==> src/rtl/radix4_approx.sv <==
// Approximate 32x32 unsigned radix-4 Booth multiplier with one register stage.
// Low APPROX_COLS columns treat digits +-2 as +-1; define RADIX4_APPROX_EXACT_EN for an exact product.
module radix4_approx #(
    parameter int unsigned APPROX_COLS = 16
) (
    input  logic        clk,
    input  logic        rst_n,
    input  logic        in_valid,
    input  logic [31:0] A,
    input  logic [31:0] B,
    output logic        out_valid,
    output logic [63:0] P
);

    localparam int unsigned W    = 32;
    localparam int unsigned PW   = 64;
    localparam int unsigned ROWS = 17;
    localparam int unsigned RW   = 34;

`ifdef RADIX4_APPROX_EXACT_EN
    localparam bit EXACT_ONLY = 1'b1;
`else
    localparam bit EXACT_ONLY = 1'b0;
`endif

    // Operands padded so index k+1 holds bit k and index 0 holds bit -1.
    logic [W+2:0]    w_ax;
    logic [W+2:0]    w_bx;
    logic [ROWS-1:0] w_neg;
    logic [ROWS-1:0] w_one;
    logic [ROWS-1:0] w_two;
    logic [ROWS-1:0] w_nz;
    logic [RW-1:0]   w_row [ROWS];
    logic [PW-1:0]   w_prod;
    logic [PW-1:0]   r_p;
    logic            r_valid;

    assign w_ax = {2'b00, A, 1'b0};
    assign w_bx = {2'b00, B, 1'b0};

    // Booth digit recoding of B.
    always_comb begin
        w_neg = '0;
        w_one = '0;
        w_two = '0;
        for (int unsigned i = 0; i < ROWS; i++) begin
            w_neg[i] = w_bx[2*i+2];
            w_one[i] = w_bx[2*i+1] ^ w_bx[2*i];
            w_two[i] = (w_bx[2*i+2] & ~w_bx[2*i+1] & ~w_bx[2*i])
                     | (~w_bx[2*i+2] & w_bx[2*i+1] & w_bx[2*i]);
        end
    end

    assign w_nz = w_one | w_two;

    // Partial-product bits; column 2i+j below APPROX_COLS uses the +-2 -> +-1 form.
    always_comb begin
        for (int unsigned i = 0; i < ROWS; i++) begin
            w_row[i] = '0;
            for (int unsigned j = 0; j < RW; j++) begin
                if (!EXACT_ONLY && ((2*i + j) < APPROX_COLS)) begin
                    w_row[i][j] = w_nz[i] & (w_ax[j+1] ^ w_neg[i]);
                end else begin
                    w_row[i][j] = (w_one[i] & (w_ax[j+1] ^ w_neg[i]))
                                | (w_two[i] & (w_ax[j]   ^ w_neg[i]));
                end
            end
        end
    end

    // A 111 group is a zero digit: gating its +1 keeps that row at zero.
    always_comb begin
        w_prod = '0;
        for (int unsigned i = 0; i < ROWS; i++) begin
            w_prod = w_prod
                   + (PW'({{(PW-RW){w_row[i][RW-1]}}, w_row[i]}) << (2*i))
                   + (PW'(w_neg[i] & w_nz[i]) << (2*i));
        end
    end

    always_ff @(posedge clk or negedge rst_n) begin
        if (!rst_n) begin
            r_p     <= '0;
            r_valid <= 1'b0;
        end else if (in_valid) begin
            r_p     <= w_prod;
            r_valid <= 1'b1;
        end else begin
            r_valid <= 1'b0;
        end
    end

    assign P         = r_p;
    assign out_valid = r_valid;

endmodule

==> config.mk <==
export PLATFORM = sky130hd
export DESIGN_NAME = radix4_approx
export DESIGN_NICKNAME = d
export VERILOG_FILES = /design/src/rtl/radix4_approx.sv
export SDC_FILE = /design/constraint.sdc
export NUM_CORES = 2
export LEC_CHECK = 0
export ABC_AREA = 1
export CORE_ASPECT_RATIO = 0.8
export CORE_MARGIN = 4
export CORE_UTILIZATION = 30
export DETAILED_ROUTE_END_ITERATION = 8
export GPL_ROUTABILITY_DRIVEN = 0
export PLACE_DENSITY = 0.56
export SKIP_CTS_REPAIR_TIMING = 1
export SLEW_MARGIN = 25
export SYNTH_ARGS = -nofsm -noshare
export SYNTH_HDL_FRONTEND = slang
export SYNTH_SLANG_ARGS = --single-unit
==> constraint.sdc <==
create_clock -name clk -period 0.8 [get_ports clk]
set_clock_uncertainty 0.05 [all_clocks]
set_input_delay 0.08 -clock clk [delete_from_list [all_inputs] [get_ports clk]]
set_output_delay 0.08 -clock clk [all_outputs]
set_load 0.01 [all_outputs]
* Word-level counts from Yosys, hierarchy flattened
Index checks and enable logic that the tools add are counted.
** Word-level totals
- Output and inout port bits :: 65
- Logic and storage cells :: 2183
- Register bits after elaboration :: 65
- Bits of input ports :: 67
** Cells by class
- Bitwise logic cells :: 2148
- Add/sub/neg operators :: 32
- Multiplexer cells :: 1
** Operator list (number)
- $add A64 B64 Y64 :: 32
- $and A1 B1 Y1 :: 1101
- $xor A1 B1 Y1 :: 527
- $or A1 B1 Y1 :: 487
- $not A1 Y1 :: 32
- $or A16 B16 Y16 :: 1
- $mux W1 :: 1

* Logic depth before layout (Yosys ltp)
- Depth in word-level cells :: 38
- Gate-level depth with buffers :: 34

* Worst setup path after synthesis
Ideal clock, no wire load.
- Path kind :: input to register
- Start :: input B[3]
- End :: register r_p[63], in the netlist P[63]
- Arrival :: 5531 ps
- Stages on the path :: 23
- Path slack :: -4899 ps
- Library setup time :: 117 ps
- Cell sequence :: buf_4 > nand2_1 > nand2_1 > inv_1 > fa_1 > fa_1 > fa_1 > inv_1 > fa_1 > fa_1 > fa_1 > inv_1 > ha_1 > inv_1 > nor3_1 > inv_1 > nor2_1 > and3_1 > nand2_1 > nand2_1 > nand2_1 > nand3_1 > nand2_1
** Between the ends
- Word-level cells in the longest chain between the ends :: 37
** RTL lines
- from (decl) :: line 10 : input logic [31:0] B,
- $not A1 Y1 :: line 49, 50
- $and A1 B1 Y1 (2 in series) :: line 50 : | (~w_bx[2*i+2] & w_bx[2*i+1] & w_bx[2*i]);
- $or A1 B1 Y1 :: line 50
- $or A16 B16 Y16 / $and A1 B1 Y1 (equally long branches) :: line 54, 65
- $and A1 B1 Y1 / $or A1 B1 Y1 (equally long branches) :: line 62, 65
- $add A64 B64 Y64 :: line 76 : + (PW'({{(PW-RW){w_row[i][RW-1]}}, w_row[i]}) << (2*i))
- $add A64 B64 Y64 :: line 77 : + (PW'(w_neg[i] & w_nz[i]) << (2*i));
- $add A64 B64 Y64 :: line 76
- (+20 left out)
- $add A64 B64 Y64 * :: line 77
- $add A64 B64 Y64 * :: line 76
- $add A64 B64 Y64 * :: line 77
- $add A64 B64 Y64 * :: line 76
- $add A64 B64 Y64 * :: line 77
- $add A64 B64 Y64 * :: line 76
- $add A64 B64 Y64 * :: line 77
- $add A64 B64 Y64 * :: line 76
- to (signal assigned) :: line 86 : r_p <= w_prod;
- to (decl) :: line 35 : logic [PW-1:0] r_p;
Every way passes the cells marked *; elsewhere a longest branch is shown, timed or not.
A chain may end at the register's enable or synchronous reset.

* Final worst setup path
- Start :: input B[11]
- End :: register r_p[31], in the netlist P[31]
** Between the ends
- Word-level cells in the longest chain between the ends :: 29
** RTL lines (line)
- $not A1 Y1 :: 49, 50
- $and A1 B1 Y1 (2 in series) :: 50
- $or A1 B1 Y1 :: 50
- $or A16 B16 Y16 / $and A1 B1 Y1 (equally long branches) :: 54, 65
- $and A1 B1 Y1 / $or A1 B1 Y1 (equally long branches) :: 62, 65
- $add A64 B64 Y64 :: 76
- $add A64 B64 Y64 :: 77
- $add A64 B64 Y64 :: 76
- (+12 left out)
- $add A64 B64 Y64 * :: 77
- $add A64 B64 Y64 * :: 76
- $add A64 B64 Y64 * :: 77
- $add A64 B64 Y64 * :: 76
- $add A64 B64 Y64 * :: 77
- $add A64 B64 Y64 * :: 76
- $add A64 B64 Y64 * :: 77
- $add A64 B64 Y64 * :: 76
Marked as above.

==> metrics.txt <==
Detail Placement HPWL=approximately 110000 um; endpoints failing setup=roughly 130; highest clock rate=172 MHz; Die Span Y=302 um; fill count=roughly 10000; final WL=130000 um; gr ovfl total=0; Worst EP arrival=6.01 ns; status=complete, but fails checks; Num CTS Buffers=9; synthesized area=about 32000 um2; worst hold path class=input port to flop; yosys warns=0; initial antenna violation count=4; mux contribution to synthesized area=0%; largest net degree at the start of global routing=46; adder-cell share of the synthesized area=a little over two fifths; CTS HTree Levels=3; CP top delay family=adder cells; CTS tree=yes; max_cap viols=0; Worst EP required=0.99 ns; crit path capture type=flop; number of detailed-route iterations in the first pass=5; drt initial violations=roughly 3000; vias post-DR=~31000; Tmin final=5.82 ns; Inserted Diodes=0; io pins=about 130; Yosys reg bits=65; sequential fraction of the synthesis area=approximately 5%; commonest non-fill, non-tap cells in the layout=inv_1, buf_4, nand2_1; drt wl/cell=between 20 and 25 um; Vias/cell=4.98; Setup CP Type=input port to flop; first-pass GRT wire length=about 180000 um; violated checks=setup timing; Rows=roughly 110; Placed Cells incl. Taps=between 6000 and 7000; layout cells sized above 1=about a third; vias in the first global route=between 30000 and 40000; Die Wd=about 380 um; effective utilization at floorplan=slightly above 30%; CTS Root Cell=clkbuf_16; antenna-violating nets left=0; final net count=roughly 5700; post-route DRC violation count=0; worst-margin pin slew=0.521 ns; fin cells=6281; Worst Path Buf+Inv=11; Synth Area in Simple Gates=between 10% and 20%; Mapped Cells=4183; Synth-to-Final Area Change=43.3%; RSZ-0062 raised after global routing=true; I/O Buffers=approximately 130; Post-Syn Nets=~5000; period utilisation layout=727%; Cell variety after synth=38; Die ar.=between 100000 and 150000 um2; setup_tns=-305.76 ns; clock sink total=65; overall routing resource usage=a little over a fifth; Max Fanout on Critical Path=6; Clock transition at path regs=0.06 ns; Final Hold Vio Count=0; Avg Cell Area, Syn=between 7 and 8 um2; Slew headroom=approximately 65%; post-synthesis compound-gate area fraction=between 10% and 20%; Max Slew Vio Count=0; Post-Route Utilization=43.5%; CP max stage cell=fa_2; CORE AREA=about 110000 um2; Top cell by count, worst path=fa_1; Synth Area in XOR/XNOR=about an eighth; worst setup margin=-5.02 ns; most common cell after layout, fill and taps aside=inv_1; largest family of logic cells by synthesized area=adder cells; Longest Clk Path Bufs=2; startpoint types=input port; clock latency on the worst-skew pair=approximately 0.35 ns; CP max stage delay=around 0.64 ns
==> stage by stage <==
stage	setup WS [ns]	hold WS, ns	area [um2]
2_1_floorplan	-4.46	-0.266	33600
3_3_place_gp	-5.92	-0.0153	40700
3_5_place_dp	-5.91	-0.0109	40700
4_1_cts	-5.52	-0.405	41000
5_1_grt	-5.11	0.0933	46400
6_report	-5.02	0.0836	46400
==> metal layers <==
layer  GRT usage [%]  wire, um  up-vias
met5               0        13        -
met4            3.90      3150        2
met3            5.03     15000      163
met2            32.1     55300     1381
met1            30.5     56600    15445
li1                -         -    14302
==> state kept, by name (all words and copies together) (netlist names) <==
register,flops
P,64
out_valid,1
==> final timing paths <==
check / startpoint / endpoint / slack [ns] / cells after the start
worst max-delay path: B[11] / P[31]$_DFFE_PN0P_ / -5.02 / 30
worst min-delay path: in_valid / out_valid$_DFF_PN0_ / 0.08 / 2
worst max register to register: P[51]$_DFFE_PN0P_ / P[51]$_DFFE_PN0P_ / -0.01 / 3
worst min register to register: P[0]$_DFFE_PN0P_ / P[0]$_DFFE_PN0P_ / 0.43 / 2
max in group asynchronous: rst_n / P[2]$_DFFE_PN0P_ / 0.17 / 4
min in group asynchronous: rst_n / P[11]$_DFFE_PN0P_ / 0.15 / 3
==> synth_stat cells <==
cell type | number | area, um2
nand3b_1 | 4 | 30.0
buf_2 | 127 | 636
buf_1 | 8 | 30.0
a21oi_1 | 89 | 445
and2_1 | 5 | 31.3
or2_1 | 1 | 6.26
a22o_1 | 10 | 87.6
nand2_2 | 9 | 56.3
nor2_4 | 2 | 22.5
fa_1 | 596 | 11900
o22ai_1 | 421 | 2630
o21ai_1 | 9 | 45.0
and3_1 | 5 | 31.3
a21o_1 | 6 | 45.0
nand4_1 | 19 | 119
or2_2 | 7 | 43.8
o21bai_1 | 4 | 30.0
a31oi_1 | 2 | 12.5
nand3_2 | 6 | 60.1
nor2_1 | 121 | 454
xnor2_1 | 432 | 3780
clkinv_1 | 2 | 7.51
inv_1 | 988 | 3710
o21ai_2 | 2 | 17.5
nor3_1 | 11 | 55.1
xor2_1 | 5 | 43.8
o21ai_0 | 105 | 526
nor2_2 | 15 | 93.8
buf_4 | 4 | 30.0
clkbuf_1 | 76 | 285
nand3_1 | 108 | 541
dfrtp_1 | 65 | 1630
nand2_1 | 737 | 2770
a22oi_1 | 7 | 52.6
inv_2 | 7 | 26.3
ha_1 | 165 | 2060
nor4_1 | 1 | 6.26
nor3_2 | 2 | 20.0
==> layout make-up <==
cell class	instances	area (um2)	area share [%]
Timing Repair inverter	1	7.51	0.0162
Timing Repair Buffer	879	8940	19.2
Multi-Input combinational cell	2906	30000	64.6
Tap cell	1417	1770	3.82
Clock buffer	9	225	0.485
Sequential cell	65	1630	3.50
Inverter	997	3810	8.20
Clock inverter	7	78.8	0.170
==> kinds of logic after synthesis <==
logic type,count (synthesis)
buffers and inverters,1212
and+or+nand+nor,1053
xor gates and xnor gates,437
DFF,65
AOI/OAI and AO/OA,655
adders and majority gates,761
Power is not shown: default switching activity piles up to over one toggle a cycle in this logic, so the estimate is an artifact.
